===== src/rtl/jtexterm_romarb_pkg.sv =====
// Shared types for the Exterm graphics ROM slot arbiter.
// Fetch FSM states, port indices and starve counter sizing.
package jtexterm_romarb_pkg;

  typedef enum logic [1:0] {
    IDLE,
    GUARD,
    WAIT
  } state_t;

  localparam int PT_TILE = 0;
  localparam int PT_OBJ  = 1;

  function automatic int cnt_w(input int n);
    return (n < 1) ? 1 : $clog2(n + 1);
  endfunction

endpackage


===== src/rtl/jtexterm_romarb_port.sv =====
// Per-port latch: last fetched address/word, ok compare.
// Optional hit cache when JTEXTERM_ROMARB_CACHE_EN is defined.
module jtexterm_romarb_port #(
  parameter int AW = 20,
  parameter int DW = 32
) (
  input  logic          clk,
  input  logic          rst_n,
  input  logic          cs,
  input  logic [AW-1:0] addr,
  input  logic          ld,
  input  logic [AW-1:0] ld_addr,
  input  logic [DW-1:0] ld_data,
  input  logic          cld,
  output logic [DW-1:0] data,
  output logic          ok,
  output logic          hit
);

  logic [AW-1:0] lat_addr;
  logic          valid;
  logic [DW-1:0] cdata;

  assign ok = cs & valid & (addr == lat_addr);

`ifdef JTEXTERM_ROMARB_CACHE_EN
  logic [AW-1:0] ctag [4];
  logic [DW-1:0] cmem [4];
  logic [3:0]    cval;

  assign hit   = cval[addr[1:0]] & (ctag[addr[1:0]] == addr);
  assign cdata = cmem[addr[1:0]];

  // Every completed SDRAM fetch fills its direct-mapped line
  always_ff @(posedge clk) begin
    if (!rst_n) begin
      cval <= '0;
    end else if (ld) begin
      cval[ld_addr[1:0]] <= 1'b1;
      ctag[ld_addr[1:0]] <= ld_addr;
      cmem[ld_addr[1:0]] <= ld_data;
    end
  end
`else
  assign hit   = 1'b0;
  assign cdata = data;
`endif

  // Latch returned word from SDRAM or from a cache hit
  always_ff @(posedge clk) begin
    if (!rst_n) begin
      lat_addr <= '0;
      data     <= '0;
      valid    <= 1'b0;
    end else if (ld) begin
      lat_addr <= ld_addr;
      data     <= ld_data;
      valid    <= 1'b1;
    end else if (cld) begin
      lat_addr <= addr;
      data     <= cdata;
      valid    <= 1'b1;
    end
  end

endmodule


===== src/rtl/jtexterm_romarb.sv =====
// Tile/object scheduler for the single graphics ROM SDRAM slot.
// Optional per-port hit cache: JTEXTERM_ROMARB_CACHE_EN.
module jtexterm_romarb
  import jtexterm_romarb_pkg::*;
#(
  parameter int AW     = 20,
  parameter int DW     = 32,
  parameter int STARVE = 8
) (
  input  logic          clk,
  input  logic          rst_n,
  input  logic          t_cs,
  input  logic [AW-1:0] t_addr,
  output logic [DW-1:0] t_data,
  output logic          t_ok,
  input  logic          o_cs,
  input  logic [AW-1:0] o_addr,
  output logic [DW-1:0] o_data,
  output logic          o_ok,
  output logic          rom_cs,
  output logic [AW-1:0] rom_addr,
  input  logic [DW-1:0] rom_data,
  input  logic          rom_ok
);

  localparam int CW = cnt_w(STARVE);
  localparam logic [CW-1:0] SMAX = CW'(STARVE);

  state_t        st, st_nx;
  logic          own, own_nx;
  logic [CW-1:0] cnt, cnt_nx;
  logic          cs_nx;
  logic [AW-1:0] addr_nx;
  logic [1:0]    pend, hit, req, ld, cld;
  logic          sel, own_cs;
  logic [AW-1:0] own_addr;

  assign pend     = {o_cs & ~o_ok, t_cs & ~t_ok};
  assign own_cs   = own ? o_cs : t_cs;
  assign own_addr = own ? o_addr : t_addr;

  jtexterm_romarb_port #(.AW(AW), .DW(DW)) u_tile (
    .clk     (clk),
    .rst_n   (rst_n),
    .cs      (t_cs),
    .addr    (t_addr),
    .ld      (ld[PT_TILE]),
    .ld_addr (rom_addr),
    .ld_data (rom_data),
    .cld     (cld[PT_TILE]),
    .data    (t_data),
    .ok      (t_ok),
    .hit     (hit[PT_TILE])
  );

  jtexterm_romarb_port #(.AW(AW), .DW(DW)) u_obj (
    .clk     (clk),
    .rst_n   (rst_n),
    .cs      (o_cs),
    .addr    (o_addr),
    .ld      (ld[PT_OBJ]),
    .ld_addr (rom_addr),
    .ld_data (rom_data),
    .cld     (cld[PT_OBJ]),
    .data    (o_data),
    .ok      (o_ok),
    .hit     (hit[PT_OBJ])
  );

  // Grant selection, fetch sequencing and starvation tracking
  always_comb begin
    st_nx   = st;
    own_nx  = own;
    cnt_nx  = cnt;
    cs_nx   = rom_cs;
    addr_nx = rom_addr;
    ld      = '0;
    cld     = '0;
    req     = pend & ~hit;
    sel     = req[PT_OBJ] & (~req[PT_TILE] | (cnt == SMAX));
    if (!pend[PT_OBJ]) cnt_nx = '0;
    unique case (st)
      IDLE: begin
        cld = pend & hit;
        if (|req) begin
          own_nx  = sel;
          addr_nx = sel ? o_addr : t_addr;
          cs_nx   = 1'b1;
          st_nx   = GUARD;
          if (sel)
            cnt_nx = '0;
          else if (pend[PT_OBJ] && cnt != SMAX)
            cnt_nx = cnt + CW'(1);
        end
      end
      GUARD, WAIT: begin
        if (!own_cs) begin
          cs_nx = 1'b0;
          st_nx = IDLE;
        end else if (own_addr != rom_addr) begin
          addr_nx = own_addr;
          st_nx   = GUARD;
        end else if (st == GUARD) begin
          st_nx = WAIT;
        end else if (rom_ok) begin
          ld[own] = 1'b1;
          cs_nx   = 1'b0;
          st_nx   = IDLE;
        end
      end
      default: st_nx = IDLE;
    endcase
  end

  // Arbiter state register
  always_ff @(posedge clk) begin
    if (!rst_n) begin
      st       <= IDLE;
      own      <= 1'b0;
      cnt      <= '0;
      rom_cs   <= 1'b0;
      rom_addr <= '0;
    end else begin
      st       <= st_nx;
      own      <= own_nx;
      cnt      <= cnt_nx;
      rom_cs   <= cs_nx;
      rom_addr <= addr_nx;
    end
  end

endmodule

===== config.mk =====
export PLATFORM = sky130hd
export DESIGN_NAME = jtexterm_romarb
export DESIGN_NICKNAME = d
export VERILOG_FILES = /design/src/rtl/jtexterm_romarb_pkg.sv /design/src/rtl/jtexterm_romarb_port.sv /design/src/rtl/jtexterm_romarb.sv
export SDC_FILE = /design/constraint.sdc
export NUM_CORES = 1
export LEC_CHECK = 0
export BUFFER_PORTS_ARGS = -buffer_cell sky130_fd_sc_hd__clkbuf_2
export CAP_MARGIN = 10
export CORE_ASPECT_RATIO = 1.5
export CORE_MARGIN = 2
export CORE_UTILIZATION = 40
export DETAILED_ROUTE_END_ITERATION = 16
export PLACE_DENSITY = 0.66
export SYNTH_ARGS = -nofsm -noshare
export SYNTH_HDL_FRONTEND = slang
export SYNTH_SLANG_ARGS = --single-unit

===== constraint.sdc =====
create_clock -name clk -period 2.3 [get_ports clk]
set_input_delay 0.345 -clock clk [delete_from_list [all_inputs] [get_ports clk]]
set_output_delay 0.345 -clock clk [all_outputs]
set_load 0.01 [all_outputs]

==> flow_summary.json, run 1 <==
{
  "cts.sinks": 134,
  "p_leak_nw": 3.75,
  "p_sw_mw": 1.70,
  "drt-vias-per-instance": 5.05,
  "worst_hold_path.endpoint": "u_tile.data[16]",
  "fin_skew_ns": 0.0129,
  "synthAdderAreaFrac_pct": 1.00,
  "worst_pin_slew_ns": 0.517,
  "syn_to_final_growth_pct": 49.2,
  "yosysWarnings": 0,
  "routedWlPerCell_um": 17.4,
  "cts_tree": "yes",
  "synth_xor_area_share_pct": 8.54,
  "nFillCells": 1297,
  "worst_slack_ns": -0.464,
  "max_stage_delay_ns": 0.38,
  "netlist_area_um2": 6260,
  "setup_violations": 131,
  "syn-instance-count": 619,
  "grt_use_total_pct": 21.6,
  "routabilityCongestion": 0.799,
  "path_class": "flop to flop",
  "cts.path.max_buffers": 2,
  "internal_power_mw": 4.34,
  "numCtsBuffers": 17,
  "synth_top_family_by_area": "multiplexers",
  "drv_cap": 0,
  "grt_pass1_wl_um": 27900,
  "drive_above_1_share_pct": 42.5,
  "syn_avg_cell_area_um2": 10.1,
  "grt-ovfl-total": 0,
  "portBuffers": 163,
  "finalNetCount": 966,
  "seq_area_frac_synth_pct": 42.9,
  "worstPathMaxFanout": 7,
  "hold_path_depth": 3,
  "dp_hpwl_um": 12500,
  "max-vdd-ir-drop_v": 0.000402,
  "r2r_cells": 11,
  "rsz0062_at_grt": "yes",
  "cts-root-buf": "clkbuf_16",
  "clock_power_share_pct": 44.1,
  "slowest_stage": "dfxtp_4",
  "hold_viol": 0,
  "dp_cells": 1035,
  "timing.fmax_mhz": 362,
  "multi_input_area_um2": 3540,
  "fp-row-count": 56,
  "routed_wl_um": 19200,
  "synth-simple-area-share_pct": 12.0,
  "min_path_type": "primary input to flop",
  "grt_max_degree": 53,
  "firstDrtPassIters": 4,
  "reg2reg_to": "u_obj.lat_addr[14]",
  "whs_ns": 0.177,
  "grt_pass1_vias": 5352,
  "synth_mux_area_share_pct": 23.2,
  "violations": "negative setup slack",
  "drv_slew": 0,
  "drc_errors": 0,
  "synth-main-ff-cell": "dfxtp_1",
  "power_switching_share_pct": 28.2,
  "htreeDepth": 4,
  "ios": 164,
  "relSlewSlack_pct": 65.5,
  "critPathLaunchType": "flop",
  "synthesis.nets": 701,
  "vias": 5559,
  "ant_nets": 0,
  "ys_types": 40,
  "synth_edf_count": 0,
  "core_um2": 15500,
  "synth_seq_cells": 134,
  "run_status": "finished with violations",
  "die_area_um2": 16700,
  "required_ns": 2.59,
  "antenna_found_initial": 1,
  "synth-compound-area-share_pct": 6.58,
  "fp.dieH_um": 157,
  "cp.arrival_ns": 3.05,
  "cts.clk_slew.worst_paths_ns": 0.07,
  "drt_iter0_markers": 186,
  "r2r_setup_slack_ns": -0.46,
  "clk_latency_ns": 0.42,
  "final-seq-area_um2": 2690,
  "period_minus_slack_ns": 2.76,
  "reg2reg_from": "own",
  "dp_slack_ns": -0.426,
  "end_kind": "flop",
  "seqPwrFrac_pct": 40.0,
  "fin_cells": 1101,
  "die_x_um": 106,
  "async_flop_share_pct": 0,
  "power_frac_comb_pct": 15.9,
  "post-route-period-util_pct": 120,
  "power.density_nw_per_um2": 648,
  "crit_chain": "buf_12 > mux2i_1 > xor2_1 > nand4_1 > or2_4 > buf_6 > nor4_4 > buf_6 > buf_12 > mux2i_1 > nor2_1",
  "min_from": "rom_data[16]",
  "start_util_pct": 40.4
}
## power by group through the flow
| stage | clock network [mW] | registers, mW | logic [mW] |
|---|---|---|---|
| global route | 2.82 | 2.42 | 1.03 |
| finish | 2.67 | 2.42 | 0.962 |
| detailed placement | 0 | 2.46 | 0.814 |
| CTS | 2.74 | 2.41 | 0.871 |
| floorplan | 0 | 2.50 | 0.359 |
| global placement | 0 | 2.46 | 0.811 |
## cell type report
| class | instances | area share, % |
|---|---|---|
| Antenna cell | 1 | 0.0268 |
| Clock buffer | 17 | 4.56 |
| Clock inverter | 15 | 1.57 |
| Inverter | 8 | 0.348 |
| Multi-Input combinational cell | 437 | 38.0 |
| Sequential cell | 134 | 28.8 |
| Tap cell | 203 | 2.72 |
| Timing Repair Buffer | 286 | 24.0 |
## cells in the mapped netlist, types with 6 or more instances
library cell | n | area share (%)
nor2_1 | 116 | 7.0
nand4_1 | 12 | 1.2
a311oi_1 | 20 | 2.8
mux2i_1 | 145 | 23
o21ai_0 | 9 | 0.72
a21oi_1 | 24 | 1.9
xnor2_1 | 45 | 6.3
buf_12 | 6 | 1.9
dfxtp_1 | 134 | 43
inv_1 | 7 | 0.42
xor2_1 | 16 | 2.2
nand2_1 | 8 | 0.48
clkbuf_1 | 23 | 1.4
## state kept, by name, summed over array words and instances, names as in the netlist
signal / flops
rom_addr: 20
u_tile.data: 32
own: 1
u_tile.valid: 1
cnt: 4
u_obj.lat_addr: 20
u_obj.data: 32
u_tile.lat_addr: 20
u_obj.valid: 1
rom_cs: 1
st: 2
## stage by stage
stage / power (mW) / TNS [ns] / util, % / area (um2)
floorplan: 2.86 / -1.04 / - / 6260
global placement: 3.27 / -34.43 / 51.1 / 7910
detailed placement: 3.28 / -40.47 / 51.1 / 7910
CTS: 6.02 / -33.31 / 57.1 / 8850
global route: 6.26 / -59.31 / 60.3 / 9340
finish: 6.05 / -48.21 / 60.3 / 9340
## kinds of logic (layout without fill, tap and decap cells)
logic type      count (synthesis)  in the layout
mux                           145            145
simple gates                  164            164
other cells                     0              1
compound gates                 62             62
fa+ha+maj                       5              5
flops                         134            134
xor+xnor                       61             61
buf+inv                        48            326
## metal layers
metal	wire length [um]	GRT usage (%)	up-vias
li1	-	-	2698
met1	7410	23.7	2640
met2	10100	38.6	178
met3	965	5.05	43
met4	670	11.0	0
met5	0	0	-
## worst max-delay path by stage
stage	from	endpoint	slack [ns]
after global placement	own	u_obj.lat_addr[16]	-0.37
final	own	u_obj.lat_addr[14]	-0.46
after floorplan	own	u_obj.lat_addr[10]	-0.02
after global routing	own	u_obj.data[10]	-0.57
after CTS	own	u_tile.data[14]	-0.34
after detailed placement	own	u_obj.lat_addr[1]	-0.43
## critical path: cells and delay by family (launching register included)
kind	cells	cell delay, ns
buffers and inverters	4	0.62
and+or+nand+nor	4	0.88
muxes	2	0.50
xor gates and xnor gates	1	0.25
DFF	1	0.38
## cell usage in the layout (no fill, tap or decap), drive strengths merged, types with 2 or more instances in the layout
cell      netlist  layout
clkbuf         23     183
mux2i         145     145
dfxtp         134     134
buf            17     120
nor2          116     116
xnor2          45      45
a21oi          24      24
a311oi         20      20
xor2           16      16
inv             7      15
nand4          12      12
o21ai          10      10
nand2           8       8
clkinvlp        0       7
nor4            7       7
ha              5       5
nor3            5       5
nand3           4       4
and2            3       3
and3            3       3
or4             2       2
## timing repair
item / in CTS / in global routing
pin swaps: 26 / 12
resized for setup: 35 / 72
buffers inserted: 16 / 12
hold buffers: 0 / 0
hold endpoints to repair: 0 / 0
endpoints found under the setup margin: 131 / 131
gates cloned: 3 / 6
(Power assumes the default switching activity.)
==> run 2: changes to the inputs <==
--- a/config.mk
+++ b/config.mk
@@ -7,11 +7,14 @@
 export LEC_CHECK = 0
 export BUFFER_PORTS_ARGS = -buffer_cell sky130_fd_sc_hd__clkbuf_2
 export CAP_MARGIN = 10
+export CELL_PAD_IN_SITES_DETAIL_PLACEMENT = 1
+export CELL_PAD_IN_SITES_GLOBAL_PLACEMENT = 2
 export CORE_ASPECT_RATIO = 1.5
 export CORE_MARGIN = 2
-export CORE_UTILIZATION = 40
+export CORE_UTILIZATION = 32
 export DETAILED_ROUTE_END_ITERATION = 16
-export PLACE_DENSITY = 0.66
+export PLACE_DENSITY_LB_ADDON = 0.1
+export REMOVE_ABC_BUFFERS = 1
 export SYNTH_ARGS = -nofsm -noshare
 export SYNTH_HDL_FRONTEND = slang
 export SYNTH_SLANG_ARGS = --single-unit
==> constraint.sdc (replaced) <==
create_clock -name clk -period 2.7 [get_ports clk]
set_input_delay 0.405 -clock clk [delete_from_list [all_inputs] [get_ports clk]]
set_output_delay 0.405 -clock clk [all_outputs]
set_load 0.01 [all_outputs]
==> run 2 against run 1 <==
Against the previous run: the flow still finishes with violations (negative setup slack); final cell count shrank 0.54%; combinational power down 32%; clock skew increased by 0.0019 ns; largest cell class unchanged; flip-flop and latch count is the same; critical endpoint is now u_tile.data[31]; critical path type unchanged; highest routed layer unchanged.
==> flow_summary.json, run 2 (synthesis gave the netlist of run 1 again) <==
{
  "firstDrtPassIters": 4,
  "drv_cap": 0,
  "finalNetCount": 908,
  "drv_slew": 0,
  "whs_ns": 0.234,
  "clk_latency_ns": 0.42,
  "reg2reg_from": "own",
  "start_util_pct": 32.7,
  "total_power_mw": 5.03,
  "fin_cells": 1095,
  "vias": 5325,
  "cts-root-buf": "clkbuf_16",
  "die_x_um": 118,
  "p_leak_nw": 3.39,
  "grt_pass1_vias": 5636,
  "r2r_setup_slack_ns": -0.09,
  "ant_nets": 0,
  "grt-ovfl-total": 0,
  "worst_pin_slew_ns": 0.881,
  "grt_pass1_wl_um": 31100,
  "reg.largest.list": "u_obj.data: 32 flops, u_tile.data: 32 flops",
  "multi_input_area_um2": 3360,
  "drc_errors": 0,
  "nFillCells": 2230,
  "dp_hpwl_um": 14100,
  "hold_path_depth": 3,
  "final_common_cell": "clkbuf_2",
  "numCtsBuffers": 17,
  "fp-row-count": 62,
  "grt_use_total_pct": 19.5,
  "final-seq-area_um2": 2690,
  "cts.clk_slew.worst_paths_ns": 0.07,
  "min_from": "rom_data[30]",
  "end_kind": "flop",
  "mostFrequentLayoutCells": "clkbuf_2, mux2i_1, dfxtp_1",
  "violations": "negative setup slack",
  "die_area_um2": 20700,
  "min_path_type": "primary input to flop",
  "ctsHoldBuffers": 0,
  "dp_cells": 1041,
  "rsz0062_at_grt": "yes",
  "worst_slack_ns": -0.0917,
  "setup_violations": 84,
  "portBuffers": 163,
  "core_um2": 19200,
  "run_status": "finished with violations",
  "cts_tree": "yes",
  "cp.arrival_ns": 3.06,
  "routed_wl_um": 21000,
  "routabilityCongestion": 0.798,
  "max-vdd-ir-drop_v": 0.000353,
  "drive_above_1_share_pct": 34.4,
  "grt_max_degree": 82,
  "relSlewSlack_pct": 41.3,
  "r2r_cells": 12,
  "path_class": "flop to flop",
  "critPathLaunchType": "flop",
  "worstPathMaxFanout": 6,
  "ios": 164,
  "dp_slack_ns": -0.171,
  "cts.path.max_buffers": 2,
  "finalSetupTns_ns": -3.39,
  "period_minus_slack_ns": 2.79,
  "power.density_nw_per_um2": 580,
  "syn_to_final_growth_pct": 38.8,
  "routedWlPerCell_um": 19.2,
  "antenna_found_initial": 0,
  "timing.fmax_mhz": 358,
  "drt_iter0_markers": 159,
  "post-route-period-util_pct": 103,
  "hold_viol": 0,
  "fin_skew_ns": 0.0149,
  "required_ns": 2.97,
  "diodes": 0,
  "htreeDepth": 4,
  "fp.dieH_um": 175,
  "cts.sinks": 134,
  "worst_hold_path.endpoint": "u_obj.data[30]",
  "reg2reg_to": "u_tile.data[31]",
  "drt-vias-per-instance": 4.86
}
==> run 2: cell types whose count changed in the layout (fill, tap and decap cells not counted), moves of 7 or more <==
cell / delta
a311oi_1: +10
a311oi_2: -10
mux2i_2: +7
a21oi_2: -15
a21oi_1: +16
buf_6: -19
buf_4: -37
mux2i_1: -7
==> run 2: through the flow <==
step | utilization, % | cell area [um2]
after floorplan | - | 5920
after global placement | 39.4 | 7560
after detailed placement | 39.4 | 7560
after CTS | 43.6 | 8360
after global routing | 45.3 | 8690
final | 45.3 | 8690
==> run 2: repair_timing <==
item,4_1_cts,5_1_grt
endpoints found under the hold margin,0,0
setup endpoints to repair,104,120
buffers inserted,4,9
gates cloned,5,6
pin swaps,6,7
gates resized for setup,12,30
==> run 2: how the worst max path moves through the flow <==
| stage | start | to |
|---|---|---|
| after floorplan | own | u_obj.data[0] |
| after global placement | own | u_tile.data[24] |
| after detailed placement | own | u_tile.data[9] |
| after CTS | own | u_tile.lat_addr[13] |
| after global routing | own | u_tile.data[11] |
| final | own | u_tile.data[31] |
==> run 2: cell type report <==
cell class	count	area share, %
clock buffers	18	5.06
repair buffers	228	19.7
flip-flops and latches	134	30.9
inverters	8	0.360
multi-input cells	437	38.7
well taps	256	3.69
clock inverters	14	1.66
==> run 2: worst max-delay path: stages, from the launching register on <==
cell	delay (ns)
dfxtp_4	0.37
buf_12	0.12
buf_4	0.11
mux2i_2	0.22
xor2_1	0.18
nand4_1	0.24
or2_4	0.36
nor4_4	0.31
buf_6	0.22
buf_12	0.13
buf_12	0.13
mux2i_2	0.19
nor2_1	0.05
==> run 2: layer usage <==
metal  vias up  share of wire [%]  GRT usage, %
met5         -                  0             0
met3        24                5.2          5.75
li1       2575                  -             -
met1      2601                 39          20.8
met2       125                 54          36.2
met4         0                2.1          6.78
==> run 2: power breakdown <==
group | switching, mW | internal (mW) | total [mW]
combinational | 0.362 | 0.290 | 0.652
sequential | 0.0631 | 2.02 | 2.08
clock | 0.984 | 1.32 | 2.30
